===== src/rtl/alu_pkg.sv =====
`default_nettype none
// ============================================================================
// Module      : alu_pkg
// Description : Shared definitions for the 8-bit ALU and its write-back stage:
//               status-flag bit positions, opcode encodings for sel 0..14 and
//               the packed {sel, flags, data} write-back entry.
// Revision    : 1.0 - initial release
// ============================================================================
package alu_pkg;

    // Bit positions inside a 4-bit {N,V,C,Z} flag vector
    localparam int FLG_Z = 0;
    localparam int FLG_C = 1;
    localparam int FLG_V = 2;
    localparam int FLG_N = 3;

    // ALU opcode encodings carried on sel
    localparam logic [3:0] OP_ADD   = 4'd0;
    localparam logic [3:0] OP_SUB   = 4'd1;
    localparam logic [3:0] OP_AND   = 4'd2;
    localparam logic [3:0] OP_OR    = 4'd3;
    localparam logic [3:0] OP_XOR   = 4'd4;
    localparam logic [3:0] OP_NOT   = 4'd5;
    localparam logic [3:0] OP_SHL   = 4'd6;
    localparam logic [3:0] OP_SHR   = 4'd7;
    localparam logic [3:0] OP_SAR   = 4'd8;
    localparam logic [3:0] OP_ROL   = 4'd9;
    localparam logic [3:0] OP_ROR   = 4'd10;
    localparam logic [3:0] OP_INC   = 4'd11;
    localparam logic [3:0] OP_DEC   = 4'd12;
    localparam logic [3:0] OP_PASSX = 4'd13;
    localparam logic [3:0] OP_PASSY = 4'd14;

    // Native ALU data width
    localparam int ALU_W = 8;

    // One write-back entry; field order matches the FIFO word layout
    typedef struct packed {
        logic [3:0]       sel;
        logic [3:0]       flags;
        logic [ALU_W-1:0] data;
    } alu_wb_entry_t;

endpackage
`default_nettype wire


===== src/rtl/alu_wb_fifo.sv =====
`default_nettype none
// ============================================================================
// Module      : alu_wb_fifo
// Description : Generic synchronous FIFO, DEPTH entries of W bits. The head
//               word is presented combinationally from storage. Pushes into a
//               full FIFO and pops from an empty FIFO are ignored.
// Ports       : clk, rst     - clock, synchronous active-high reset
//               i_push       - write i_wdata at the tail
//               i_pop        - drop the head entry
//               i_wdata      - tail write data
//               o_rdata      - current head word (undefined when empty)
//               o_count      - number of stored entries, 0..DEPTH
//               o_empty      - o_count == 0
// Revision    : 1.0 - initial release
// ============================================================================
module alu_wb_fifo #(
    parameter int unsigned DEPTH = 2,
    parameter int unsigned W     = 16
) (
    input  logic                       clk,
    input  logic                       rst,
    input  logic                       i_push,
    input  logic                       i_pop,
    input  logic [W-1:0]               i_wdata,
    output logic [W-1:0]               o_rdata,
    output logic [$clog2(DEPTH):0]     o_count,
    output logic                       o_empty
);

    localparam int unsigned             c_PTR_W = $clog2(DEPTH);
    localparam int unsigned             c_CNT_W = c_PTR_W + 1;
    localparam logic [c_CNT_W-1:0]      c_FULL  = c_CNT_W'(DEPTH);

    logic [W-1:0]         r_mem [DEPTH];
    logic [c_PTR_W-1:0]   r_wptr;
    logic [c_PTR_W-1:0]   r_rptr;
    logic [c_CNT_W-1:0]   r_count;
    logic                 w_full;
    logic                 w_wr;
    logic                 w_rd;

    assign w_full  = (r_count == c_FULL);
    assign o_empty = (r_count == '0);
    assign w_wr    = i_push & ~w_full;
    assign w_rd    = i_pop & ~o_empty;

    // DEPTH is a power of two, so pointers wrap naturally on overflow
    always_ff @(posedge clk) begin
        if (rst) begin
            r_wptr  <= '0;
            r_rptr  <= '0;
            r_count <= '0;
        end else begin
            if (w_wr) begin
                r_wptr <= r_wptr + c_PTR_W'(1);
            end
            if (w_rd) begin
                r_rptr <= r_rptr + c_PTR_W'(1);
            end
            unique case ({w_wr, w_rd})
                2'b10:   r_count <= r_count + c_CNT_W'(1);
                2'b01:   r_count <= r_count - c_CNT_W'(1);
                default: r_count <= r_count;
            endcase
        end
    end

    // Storage carries no reset; only the pointers define validity
    always_ff @(posedge clk) begin
        if (w_wr) begin
            r_mem[r_wptr] <= i_wdata;
        end
    end

    assign o_rdata = r_mem[r_rptr];
    assign o_count = r_count;

endmodule
`default_nettype wire


===== src/rtl/alu_wb_stage.sv =====
`default_nettype none
// ============================================================================
// Module      : alu_wb_stage
// Description : Write-back stage behind the 8-bit ALU. Accepts results with
//               their flags and opcode over valid/ready, buffers them in a
//               small FIFO toward the consumer, and keeps the architectural
//               {N,V,C,Z} status register, a sticky overflow bit and an
//               accepted-operation counter.
// Config      : ALU_WB_BYPASS_EN - when defined, an empty stage forwards an
//               incoming result straight to out_* in the same cycle if the
//               consumer is ready (entry is not written into the FIFO).
// Ports       : clk, rst            - clock, synchronous active-high reset
//               in_valid/in_ready   - producer handshake
//               in_data, in_sel     - ALU result and opcode
//               in_zero/carry/overflow/negative - ALU flags
//               out_valid/out_ready - consumer handshake
//               out_data/flags/sel  - head entry, flags as {N,V,C,Z}
//               status              - architectural flags {N,V,C,Z}
//               sticky_ovf          - any accepted overflow since clear
//               clr_sticky          - clears sticky_ovf (a same-edge set wins)
//               op_count            - accepted results, wraps
// Revision    : 1.0 - initial release
// ============================================================================
module alu_wb_stage
    import alu_pkg::*;
#(
    parameter int unsigned WIDTH     = 8,
    parameter int unsigned DEPTH     = 2,
    parameter logic [15:0] FLAG_MASK = 16'h7FFF,
    parameter int unsigned CNT_W     = 16
) (
    input  logic             clk,
    input  logic             rst,
    input  logic             in_valid,
    output logic             in_ready,
    input  logic [WIDTH-1:0] in_data,
    input  logic [3:0]       in_sel,
    input  logic             in_zero,
    input  logic             in_carry,
    input  logic             in_overflow,
    input  logic             in_negative,
    output logic             out_valid,
    input  logic             out_ready,
    output logic [WIDTH-1:0] out_data,
    output logic [3:0]       out_flags,
    output logic [3:0]       out_sel,
    output logic [3:0]       status,
    output logic             sticky_ovf,
    input  logic             clr_sticky,
    output logic [CNT_W-1:0] op_count
);

    localparam int unsigned            c_CNT_BITS  = $clog2(DEPTH) + 1;
    localparam int unsigned            c_ENTRY_W   = WIDTH + 8;
    localparam logic [c_CNT_BITS-1:0]  c_DEPTH_CNT = c_CNT_BITS'(DEPTH);

    logic [3:0]              w_in_flags;
    logic [c_ENTRY_W-1:0]    w_push_entry;
    logic [c_ENTRY_W-1:0]    w_fifo_head;
    logic [c_ENTRY_W-1:0]    w_head;
    logic [c_ENTRY_W-1:0]    r_last;
    logic [c_CNT_BITS-1:0]   w_count;
    logic                    w_empty;
    logic                    w_accept;
    logic                    w_bypass;
    logic                    w_push;
    logic                    w_pop;
    logic                    w_out_valid;
    logic [3:0]              r_status;
    logic                    r_sticky;
    logic [CNT_W-1:0]        r_op_count;

    // Flags are passed through exactly as the ALU produced them
    always_comb begin
        w_in_flags        = '0;
        w_in_flags[FLG_N] = in_negative;
        w_in_flags[FLG_V] = in_overflow;
        w_in_flags[FLG_C] = in_carry;
        w_in_flags[FLG_Z] = in_zero;
    end

    assign w_push_entry = {in_sel, w_in_flags, in_data};

    // in_ready depends only on the registered occupancy, so a full FIFO
    // refuses a push even in a cycle where the consumer pops
    assign in_ready = (w_count < c_DEPTH_CNT);
    assign w_accept = in_valid & in_ready;

`ifdef ALU_WB_BYPASS_EN
    assign w_bypass = w_empty & in_valid & out_ready;
`else
    assign w_bypass = 1'b0;
`endif

    // A bypassed result is delivered directly and never occupies storage
    assign w_push      = w_accept & ~w_bypass;
    assign w_pop       = ~w_empty & out_ready;
    assign w_out_valid = ~w_empty | w_bypass;

    alu_wb_fifo #(
        .DEPTH (DEPTH),
        .W     (c_ENTRY_W)
    ) u_fifo (
        .clk     (clk),
        .rst     (rst),
        .i_push  (w_push),
        .i_pop   (w_pop),
        .i_wdata (w_push_entry),
        .o_rdata (w_fifo_head),
        .o_count (w_count),
        .o_empty (w_empty)
    );

    // While empty, the outputs repeat the last delivered entry (zero after
    // reset) rather than whatever stale word the read pointer points at
    always_comb begin
        w_head = r_last;
        if (w_bypass) begin
            w_head = w_push_entry;
        end else if (!w_empty) begin
            w_head = w_fifo_head;
        end
    end

    always_ff @(posedge clk) begin
        if (rst) begin
            r_last     <= '0;
            r_status   <= '0;
            r_sticky   <= 1'b0;
            r_op_count <= '0;
        end else begin
            if (w_out_valid && out_ready) begin
                r_last <= w_head;
            end
            // Status tracks acceptance order, not delivery order
            if (w_accept) begin
                r_op_count <= r_op_count + CNT_W'(1);
                if (FLAG_MASK[in_sel]) begin
                    r_status <= w_in_flags;
                end
            end
            if (w_accept && in_overflow) begin
                r_sticky <= 1'b1;
            end else if (clr_sticky) begin
                r_sticky <= 1'b0;
            end
        end
    end

    assign out_valid  = w_out_valid;
    assign out_sel    = w_head[c_ENTRY_W-1 -: 4];
    assign out_flags  = w_head[WIDTH+3:WIDTH];
    assign out_data   = w_head[WIDTH-1:0];
    assign status     = r_status;
    assign sticky_ovf = r_sticky;
    assign op_count   = r_op_count;

endmodule
`default_nettype wire


===== config.mk =====
export PLATFORM = sky130hd
export DESIGN_NAME = alu_wb_stage
export DESIGN_NICKNAME = d
export VERILOG_FILES = /design/src/rtl/alu_pkg.sv /design/src/rtl/alu_wb_fifo.sv /design/src/rtl/alu_wb_stage.sv
export SDC_FILE = /design/constraint.sdc
export NUM_CORES = 1
export LEC_CHECK = 0
export ABC_CLOCK_PERIOD_IN_PS = 4800
export CORE_MARGIN = 3
export CORE_UTILIZATION = 55
export DETAILED_ROUTE_END_ITERATION = 7
export GPL_ROUTABILITY_DRIVEN = 1
export PLACE_DENSITY = 0.81
export SYNTH_ARGS = -nofsm -noshare
export SYNTH_HDL_FRONTEND = slang
export SYNTH_SLANG_ARGS = --single-unit

===== constraint.sdc =====
create_clock -name clk -period 4.8 [get_ports clk]
set_clock_uncertainty 0.2 [all_clocks]
set_input_delay 0.48 -clock clk [delete_from_list [all_inputs] [get_ports clk]]
set_output_delay 0.48 -clock clk [all_outputs]
set_load 0.01 [all_outputs]

* Word-level counts from Yosys, hierarchy flattened
Memory sizes are Yosys's and may differ from the RTL's. A register that Yosys moved wholly into a read port is not among the register bits.
Index checks and enable logic that the tools add are counted.
** Operators by class
- Muxes and demuxes :: 9
- Equality and inequality tests :: 3
- Reduce and logical (&&, ||, !) cells :: 6
- Magnitude comparators :: 2
- Bitwise operators :: 6
- Add/sub/neg operators :: 5
** Operators by type and width (count)
- adder 16 x 1 -> 16 bit, second input constant :: 1
- two-way mux 16 bit :: 1
- two-way mux 1 bit :: 7
- less-than comparator 4 x 5 -> 1 bit, second input constant :: 1
- bitwise AND 1 bit :: 4
- equality test 2 bit, second input constant :: 2
- case mux 2 bit (2 select lines) :: 1
- nonzero test 2 bit :: 2
- adder 1 bit, second input constant :: 2
- adder 2 x 1 -> 2 bit, second input constant :: 1
- equality test 2 x 1 -> 1 bit, second input constant :: 1
- logical AND 1 bit :: 2
- zero test 2 bit :: 1
- less-than comparator 2 bit, second input constant :: 1
- NOT 1 bit :: 2
- AND reduction 2 bit :: 1
- subtractor 2 x 1 -> 2 bit, second input constant :: 1
** Word-level totals
- Bits in read-only memories :: 16
- Register bits :: 41
- Bits in writable memories :: 32
- Output and inout port bits :: 39
- Memories :: 2
** Memories
- u_fifo.r_mem :: depth 2, width 16, read ports 1, clocked after memory_dff 1, wr ports 1, line alu_wb_fifo.sv:34 : logic [W-1:0] r_mem [DEPTH];
- (no name shown) :: depth 16, width 1, read ports 1, clocked after memory_dff 0, wr ports 0, line alu_wb_stage.sv:138 : if (FLAG_MASK[in_sel]) begin

* Logic depth before layout (Yosys ltp)
Gate-level depths: netlist of run 1.
- Depth in word-level cells :: 6
- Mapped depth :: 9

* Cells and area by module
Synthesis of run 1 repeated with hierarchy kept, for this count alone.
** Unflattened totals
- Cell total of the unflattened synthesis :: 268
- Area, all modules :: 3029.2 µm²
** Modules (own cells, without submodules)
- alu_wb_stage :: area each 1661.6 µm², seq. area each 740.7 µm², cells each 193, instances 1
- alu_wb_fifo :: area each 1367.6 µm², seq. area each 1061.0 µm², cells each 75, instances 1

* Worst setup path before layout of run 1
Ideal clock, no wire load.
- Path type :: input -> register
- Start point :: input in_valid
- End point :: memory u_fifo.r_mem[0][0] (enable)
- Library setup time :: 388 ps
- Required time :: 4212 ps
- Data arrival time :: 1645 ps
- Stages :: 4
- Setup slack :: 2567 ps
- Cell sequence :: nor2b_1 -> buf_2 -> inv_1 -> nor2_1
** Between the ends
- Longest elaborated chain between the ends :: 4
** Ends and longest elaborated chain
- start: declaration :: line alu_wb_stage.sv:34 : input logic in_valid,
- bitwise AND 1 bit :: line alu_wb_stage.sv:87 : assign w_accept = in_valid & in_ready;
- bitwise AND 1 bit :: line alu_wb_fifo.sv:44 : assign w_wr = i_push & ~w_full;
- two-way mux 1 bit :: line alu_wb_fifo.sv:70 : if (w_wr) begin
- two-way mux 1 bit (implied by the code) :: line alu_wb_fifo.sv:71 : r_mem[r_wptr] <= i_wdata;
- end: declaration :: line alu_wb_fifo.sv:34
Every way passes these cells.

* Worst setup path in the final report of run 1
- Start point :: register u_fifo.r_count[1] (netlist: u_fifo.o_count[1])
- End point :: output out_flags[3]
** Between the ends
- Longest elaborated chain between the ends :: 2
** Ends and longest elaborated chain
- start: declaration :: line alu_wb_fifo.sv:37 : logic [c_CNT_W-1:0] r_count;
- start signal: assignment :: line alu_wb_fifo.sv:61 : 2'b10: r_count <= r_count + c_CNT_W'(1);
- start signal: assignment :: line alu_wb_fifo.sv:62 : 2'b01: r_count <= r_count - c_CNT_W'(1);
- start signal: assignment :: line alu_wb_fifo.sv:63 : default: r_count <= r_count;
- zero test 2 bit :: line alu_wb_fifo.sv:43 : assign o_empty = (r_count == '0);
- two-way mux 16 bit :: line alu_wb_stage.sv:120 : end else if (!w_empty) begin
- end: declaration :: line alu_wb_stage.sv:45 : output logic [3:0] out_flags,
Every way passes these cells.

==> summary by stage, run 1 <==
Synth
The post-synthesis average cell area is between 10 and 15 um2. Synthesis handed over a netlist of between 200 and 300 instances. The post-synthesis compound-gate area fraction is 9.09%. The sequential element share of the synthesized area is 59.8%. Of the total synthesized cell area, the portion taken by AND, OR, NAND and NOR gates is between 10% and 20%. The post-synthesis adder-cell area fraction is less than 1%. The number of distinct library cell variants in the gate-level netlist after synthesis is 37. The portion of synthesized area spent on multiplexers is under 10%.

After Yosys synthesis, XOR and XNOR cells account for under 10% of the synthesized area. The largest family of logic cells by synthesized area is simple AND/OR/NAND/NOR gates. The number of synthesis warnings is 0. The number of nets handed over by synthesis was 291. The share of synthesized area in the top cell type comes to 31.9%.

The cell taking the most area after synthesis is sky130_fd_sc_hd__edfxtp_1. The cell area after synthesis is roughly 3000 um2. The register bit total from synthesis is between 70 and 80. In the post-synthesis netlist, the biggest area contributors are sky130_fd_sc_hd__edfxtp_1 (32%), sky130_fd_sc_hd__dfxtp_1 (28%), sky130_fd_sc_hd__nor2_1 (6.6%).

Layout
After the flow finishes, the layout carries non-filler instances totaling 398. The core utilization of the finished layout is between 70% and 80%. The final standard cell area without fillers is about 3800 um2. In the final design database the tool counted around 350 nets. The count of antenna diodes in the layout is 0. The post-synthesis to final-layout area growth is 25.5%. The fraction of final layout cells sized beyond drive strength 1 is under 10%.

Detailed routing
Signal routing reaches up to met4. The routed design has roughly 5.7 mm of wire. Summed over all nets, wire length on met2 after detailed routing comes to 2.66 mm. The count of routing violations after the opening detailed-route iteration is ~140. The iteration count of the initial detailed-routing pass is 4. In the routed layout, each cell is associated on average with a via count of 5.27.

After detailed routing, the number of remaining DRC violations is 0. The count of vias placed by the detailed router is between 2000 and 2500. The wire length on met1 is around 2.6 mm.

The detail route stage leaves a number of antenna-violating nets equal to 0. In the final routed layout, each cell accounts on average for roughly 14 um. The met3 routed wirelength is 352 um.

Pwr
Overall power consumption after layout is estimated at around 2200 uW. The sequential fraction of design power is 39.7%. The share of total power dissipated in the clock network is about a fifth. The proportion of total power due to net switching is around a third. In this run, the combinational gates consume between 30% and 40% of the power. The net load switching power is 719 uW. The highest ir drop seen on vdd is between 0.3 and 0.4 mV. The internal power of the cells totals 1450 uW.

For this design the ratio of total power to cell area is 575 nW/um2. For this design the static power due to leakage is 0.00135 uW.

Outcome
The run finished with clean final reports.

Timing
The remaining max-slew budget at the tightest pin is between 20% and 30%. Setup violations remaining at the end of the flow were counted as 0. The pin slew with the least headroom to its limit is ~1.1 ns.

The number of endpoints with negative hold slack in the final report was 0. The maximum clock rate is about 0.31 GHz. The count of pins over their slew limit is 0. In the finished design, the share of the clock period the worst path needs comes to around two thirds. Setup total negative slack on the finished layout was measured at 0 ns.

The post-layout minimum cycle time is between 3 and 4 ns. Setup repair after global routing left no endpoint under its margin.

Clocking
The count of hold-fix buffers inserted at cts is 0. Clock latency on the worst-skew pair, taken at its later pin, is between 0.3 and 0.4 ns. The library cell used as clock root buffer is sky130_fd_sc_hd__clkbuf_8. CTS saw 74 sinks.

Clock-pin slew was measured on the worst setup and hold paths at ~0.070 ns. In this run the number of H-tree levels came out at 3. The TritonCTS clock tree is done. The number of buffers added by the clock tree synthesis step is 9. The number of gates resized after cts is 0. In this run the post-CTS setup repair buffer count came out at 0. The number of buffers on the longest clock path is 2.

Die
The area of the die is ~6400 um2. The core region is roughly 5200 um2. In this run the count of I/O pins placed on the die edge is 60. The die is around 80 um tall. The floorplan row count is 26.

The initial core utilization is 57.9%. The horizontal die dimension is about 80 um.

GRT
The number of antenna violations at the first check in global routing is 0. The largest net degree at the start of global routing is 41. Global routing used 20.4% of the available tracks. The via count of the first global-routing pass was 2094. The first global-routing pass estimated between 9 and 10 mm of wire. The total grt overflow is 0.

Flow run
The tool flagged a number of max-cap violations equal to 0.

Worst setup path
The source of the critical timing path is u_fifo.o_count[1]. The worst setup path category is reg2out. The kind of end point of the critical path is an output port.

The worst register-to-register path begins at u_fifo.o_count[1]. The number of cells on the worst reg-to-reg path is 5. The destination of the critical timing path is out_flags[3]. STA classifies the critical path startpoint as a flip-flop. In this run the worst path has a maximum fanout of 34.

Data arrives at the worst endpoint at around 2.5 ns. The end of the worst register-to-register path is u_fifo.o_count[1]. The required time at the worst-slack endpoint is a little over 4 ns. The setup slack of the worst register-to-register path is 1.87 ns.

Placement
The number of cells in the design after placement is between 300 and 400. The sum of net half-perimeters after detailed placement is 3.78 mm. The weighted congestion reported at the end of routability-driven placement is ~0.8. In this run the tool buffered the top-level ports with between 50 and 60 buffer cells. In this run the cell area measured after placement is roughly 3600 um2.

Worst hold path
The path type of the worst min-delay path is reg2reg.
[flip-flops by register name (all words and copies together), names as in the netlist, named ones only]
signal	cells
u_fifo.o_count	2
status	4
u_fifo.r_mem	32
sticky_ovf	1
op_count	16
r_last	16
u_fifo.r_wptr	1
u_fifo.r_rptr	1
[kinds of logic (layout without fill, tap and decap cells)]
family,Yosys count,count (layout)
AO/OA/AOI/OAI,44,44
XOR/XNOR,15,15
adder cells (fa/ha/maj),2,2
buffers and inverters,20,80
flip-flops,74,74
multiplexers,18,18
AND/OR/NAND/NOR,95,95
[cell type report]
cell class,instances,area [um2]
clock buffer,11,131
clock inverter,5,46.3
fill,371,1420
inverter,3,11.3
multi-input combinational,174,1100
sequential,74,1800
tap,70,87.6
timing repair buffer,61,606
[cells in the mapped netlist]
cell,count
sky130_fd_sc_hd__nor2_1,53
sky130_fd_sc_hd__dfxtp_1,42
sky130_fd_sc_hd__edfxtp_1,32
sky130_fd_sc_hd__a21oi_1,24
sky130_fd_sc_hd__mux2i_1,16
sky130_fd_sc_hd__a211oi_1,15
sky130_fd_sc_hd__nand2_1,11
sky130_fd_sc_hd__xnor2_1,9
sky130_fd_sc_hd__clkbuf_1,7
sky130_fd_sc_hd__nand3_1,7
sky130_fd_sc_hd__xor2_1,6
sky130_fd_sc_hd__buf_2,4
sky130_fd_sc_hd__buf_6,4
sky130_fd_sc_hd__nand4_1,4
sky130_fd_sc_hd__nor2b_1,4
sky130_fd_sc_hd__inv_1,3
sky130_fd_sc_hd__and2_1,2
sky130_fd_sc_hd__ha_1,2
sky130_fd_sc_hd__mux2_1,2
sky130_fd_sc_hd__nor3_1,2
sky130_fd_sc_hd__o21ai_0,2
sky130_fd_sc_hd__or3_1,2
sky130_fd_sc_hd__a211oi_2,1
sky130_fd_sc_hd__a311oi_1,1
sky130_fd_sc_hd__a41o_1,1
sky130_fd_sc_hd__and2_4,1
sky130_fd_sc_hd__and3_1,1
sky130_fd_sc_hd__and4_1,1
sky130_fd_sc_hd__and4b_1,1
sky130_fd_sc_hd__and4bb_2,1
sky130_fd_sc_hd__buf_1,1
sky130_fd_sc_hd__buf_4,1
sky130_fd_sc_hd__nand3b_4,1
sky130_fd_sc_hd__nand4_4,1
sky130_fd_sc_hd__nor4_4,1
sky130_fd_sc_hd__nor4b_1,1
sky130_fd_sc_hd__or2_1,1
[how the worst min path moves through the flow]
| stage | from | endpoint | cells past startpoint |
|---|---|---|---|
| global route | status[1] | status[1] | 2 |
| global placement | status[2] | status[2] | 2 |
| detailed placement | status[3] | status[3] | 2 |
| CTS | status[3] | status[3] | 2 |
| floorplan | r_last[10] | r_last[10] | 2 |
| finish | status[3] | status[3] | 2 |
[critical path, stage by stage (launching register included)]
cell and delay (ns):
sky130_fd_sc_hd__dfxtp_1 0.43, sky130_fd_sc_hd__or2_1 0.87, sky130_fd_sc_hd__nor2_1 0.11, sky130_fd_sc_hd__a21oi_1 0.22
sky130_fd_sc_hd__clkdlybuf4s50_1 0.57
[through the flow]
step,hold slack (ns),setup WS (ns)
after CTS,0.258,1.62
final,0.255,1.58
after detailed placement,0.252,1.77
after global routing,0.290,1.38
after floorplan,0.278,2.57
after global placement,0.246,1.84
[routing by layer]
| metal | GRT usage, % | vias up |
|---|---|---|
| met1 | 26.4 | 969 |
| met3 | 6.77 | 9 |
| met4 | 8.11 | 0 |
| li1 | - | 1059 |
| met2 | 31.6 | 60 |
| met5 | 0 | - |
[power by group through the flow]
stage          Clock, uW  Sequential, uW  Combinational (uW)
3_5_place_dp           0             878                 866
2_1_floorplan          0             844                 543
5_1_grt              481             879                 959
6_report             445             864                 865
3_3_place_gp           0             872                 850
4_1_cts              456             865                 870
[cells in the final DEF (no fill, tap or decap), types with 3 or more instances in the layout]
master / instances
sky130_fd_sc_hd__a211oi_1: 15
sky130_fd_sc_hd__clkinv_1: 3
sky130_fd_sc_hd__clkdlybuf4s50_1: 59
sky130_fd_sc_hd__xnor2_1: 9
sky130_fd_sc_hd__edfxtp_1: 32
sky130_fd_sc_hd__mux2i_1: 16
sky130_fd_sc_hd__clkbuf_8: 9
sky130_fd_sc_hd__a21oi_1: 24
sky130_fd_sc_hd__dfxtp_1: 42
sky130_fd_sc_hd__nand4_1: 4
sky130_fd_sc_hd__nand2_1: 11
sky130_fd_sc_hd__nor2_1: 53
sky130_fd_sc_hd__nor2b_1: 4
sky130_fd_sc_hd__inv_1: 3
sky130_fd_sc_hd__nand3_1: 7
sky130_fd_sc_hd__xor2_1: 6
Power figures use the tool's default switching activity.
==> run 2: changes to the inputs <==
--- a/config.mk
+++ b/config.mk
@@ -5,12 +5,12 @@
 export SDC_FILE = /design/constraint.sdc
 export NUM_CORES = 1
 export LEC_CHECK = 0
-export ABC_CLOCK_PERIOD_IN_PS = 4800
+export ABC_CLOCK_PERIOD_IN_PS = 2610
 export CORE_MARGIN = 3
-export CORE_UTILIZATION = 55
+export CORE_UTILIZATION = 46
 export DETAILED_ROUTE_END_ITERATION = 7
 export GPL_ROUTABILITY_DRIVEN = 1
-export PLACE_DENSITY = 0.81
+export PLACE_DENSITY = 0.72
 export SYNTH_ARGS = -nofsm -noshare
 export SYNTH_HDL_FRONTEND = slang
 export SYNTH_SLANG_ARGS = --single-unit
==> constraint.sdc (replaced) <==
create_clock -name clk -period 2.61 [get_ports clk]
set_clock_uncertainty 0.2 [all_clocks]
set_input_delay 0.261 -clock clk [delete_from_list [all_inputs] [get_ports clk]]
set_output_delay 0.261 -clock clk [all_outputs]
set_load 0.01 [all_outputs]
==> summary by stage, run 2 (synthesis results as in run 1) <==
Outcome
The run finished with clean final reports.

Clocking
The count of hold-fix buffers inserted at cts is 0 (unchanged). The clock latency at the later pin of the worst-skew pair is 0.33 ns (about the same). The clock-pin slew reported for the worst setup and hold paths after clock tree synthesis is 0.07 ns (about the same). The library cell used as clock root buffer is sky130_fd_sc_hd__clkbuf_8. The maximum level of the CTS H-tree is 3 (unchanged). The TritonCTS clock tree is done.

The count of clock tree sinks came to 74 (unchanged). The number of buffers added by the clock tree synthesis step is 9 (unchanged). The number of buffers on the longest clock path was 2 (unchanged).

Layout
The final non-filler cell total came to 409 (+2.8%). The fraction of final layout cells sized beyond drive strength 1 was 8.98% (+3.2 points). The count of antenna diodes in the layout came to 0 (unchanged). The final layout net count is 352 (+1.7%). The number of flip-flops under the largest register name was 32 (unchanged). The register name with the most flops is u_fifo.r_mem. The top cell types in the final layout, fill and taps aside, are sky130_fd_sc_hd__clkdlybuf4s50_1 (58), sky130_fd_sc_hd__nor2_1 (53), sky130_fd_sc_hd__dfxtp_1 (42).

The post-synthesis to final-layout area growth is 28.1%. The most frequent standard cell in the layout excluding fill and tap cells is sky130_fd_sc_hd__clkdlybuf4s50_1. The core utilization of the finished layout is 62.9% (-9.7 points).

GRT
The total grt overflow is 0 (unchanged). The global-route usage over all layers came to 17.3% (-3.2 points). The first-pass GRT wire length came to 9.98 mm (+0.84%). The number of antenna violations at the first check in global routing came to 0 (unchanged). The via count of the first global-routing pass is 2066 (-1.3%). The largest net degree at the start of global routing is 35 (-15%).

Die
The top-level I/O count is 60 (unchanged). The horizontal die dimension is 86.9 um (+8.6%). The floorplan row count was 28 (+7.7%). The overall die height is 86.9 um (+8.6%). The initial core utilization is 49.1% (-8.7 points).

The core area is 6130 um2 (+18%). The area of the die was 7560 um2 (+18%).

Pwr
The clock network fraction of total power came to 21.7% (+1.2 points). The sequential fraction of design power is 37.5% (-2.2 points). The net load switching power came to 1350 uW (+87%).

The total internal power is 2780 uW (+91%). The power share of the combinational group came to 40.8% (+1.0 points). The highest ir drop seen on vdd is 0.667 mV (+120%).

The leakage power summed over all cells was 0.00139 uW (+3.0%). The proportion of total power due to net switching is 32.7% (-0.39 points). The total power per unit cell area is 1070 nW/um2 (+86%).

Detailed routing
The ratio of routed vias to standard cells is 5.11 (-3.0%). The residual antenna-violating net count after detailed routing came to 0 (unchanged). The count of routing violations after the opening detailed-route iteration is 62 (-56%).

The average wire per cell in the routed design came to 14.4 um (-0.54%). The DRC violation count after routing is 0 (unchanged). The wire length reported by the detailed router is 5.87 mm (+2.2%). The count of vias placed by the detailed router is 2091 (-0.29%).

The iteration count of the initial detailed-routing pass came to 4 (unchanged).

Worst setup path
The peak per-stage delay on the critical path is 0.58 ns (-0.29 ns). The most critical setup path has its startpoint at u_fifo.o_count[1]. The kind of end point of the critical path is an output port. The launch point of the worst reg-to-reg path is u_fifo.o_count[1]. The setup slack of the worst register-to-register path was 0.51 ns (-1.36 ns). The required time at the worst-slack endpoint is 2.15 ns (-1.97 ns).

The worst setup path is launched from a flip-flop. The endpoint arrival time on the critical path came to 1.98 ns (-0.56 ns). The highest fanout seen on the critical path was 34 (unchanged). The slowest stage of the critical path belongs to the cell sky130_fd_sc_hd__clkdlybuf4s50_1. The worst setup path category is reg2out.

Traced cell by cell, the critical path runs through or2_1, buf_6, nor2_1, a21oi_1, clkdlybuf4s50_1.

Timing
The final clock period utilization by the worst path is between 90% and 100%. The post-layout minimum cycle time is between 2 and 2.5 ns. The maximum clock rate is about 0.41 GHz. The number of endpoints with negative hold slack in the final report was 0 (unchanged). The number of endpoints failing setup at the final stage is 0 (unchanged). Setup repair after global routing left no endpoint under its margin.

The final-layout setup total negative slack is 0 ns (unchanged). The count of pins over their slew limit is 0 (unchanged). The pin slew with the least headroom to its limit is 0.515 ns (-0.580 ns). The remaining max-slew budget at the tightest pin came to 65.6% (+39 points).

Worst hold path
The path type of the worst min-delay path is in2reg. The launch instance of the worst min-delay path is rst.

Placement
The number of cells in the design after placement came to 393 (+2.9%). The sum of net half-perimeters after detailed placement is 3.89 mm (+2.8%). The count of port buffers added during placement is 59 (unchanged).

The weighted congestion reported at the end of routability-driven placement is 0.730 (-8.7%).

Flow run
The max-cap violation count was 0 (unchanged).
==> run 2: changes by cell type in the layout (fill, tap and decap cells not counted), moves of 2 or more <==
cell	delta
sky130_fd_sc_hd__clkinv_1	-3
sky130_fd_sc_hd__clkbuf_8	+2
sky130_fd_sc_hd__buf_4	+5
sky130_fd_sc_hd__clkinvlp_4	+2
==> run 2: final timing paths <==
check                                          to  cells past startpoint
worst min register to register          status[3]                      2
worst min-delay path                    flip-flop                      2
worst max-delay path                 out_flags[3]                      5
worst max register to register  u_fifo.o_count[1]                      6
==> run 2: per-stage QoR <==
stage	instance area (um2)	worst slack, ns	hold slack, ns	total power [uW]
floorplan	3010	0.508	0.160	2550
global placement	3650	0.466	0.252	3220
detailed placement	3650	0.431	0.250	3250
CTS	3850	0.0687	0.174	4160
global route	3860	0.00617	0.199	4400
finish	3860	0.166	0.176	4120
==> run 2: timing repair <==
| item | in CTS | in global routing |
|---|---|---|
| endpoints found under the setup margin | 0 | 8 |
| endpoints found under the hold margin | 0 | 0 |
| resized for setup | 0 | 1 |
| setup buffers | 0 | 0 |
==> run 2: layout make-up <==
type / instances / area (um2)
fillers: 484 / 2270
flip-flops and latches: 74 / 1800
multi-input cells: 174 / 1100
repair buffers: 67 / 649
clock buffers: 12 / 155
well taps: 75 / 93.8
clock inverters: 4 / 50.0
inverters: 3 / 11.3
==> run 2: worst max-delay path: cells and delay by family, from the launching register on <==
| family | cells | cell delay [ns] |
|---|---|---|
| AOI/OAI and AO/OA | 1 | 0.13 |
| buffers and inverters | 2 | 0.83 |
| DFF | 1 | 0.45 |
| and+or+nand+nor | 2 | 0.24 |
==> run 2: metal layers <==
metal	part of all wire [%]	routed length (um)	track usage, %	vias to the layer above
li1	-	-	-	1067
met1	47	2740	22.1	973
met2	48	2800	27.6	44
met3	4.2	247	3.88	7
met4	1.4	85	8.50	0
met5	0	0	0	-
==> run 2: power by group through the flow <==
stage          combinational [uW]  clock (uW)  sequential (uW)
2_1_floorplan                 999           0             1550
3_3_place_gp                 1660           0             1560
3_5_place_dp                 1690           0             1570
4_1_cts                      1700         916             1550
5_1_grt                      1860         969             1570
6_report                     1680         895             1550
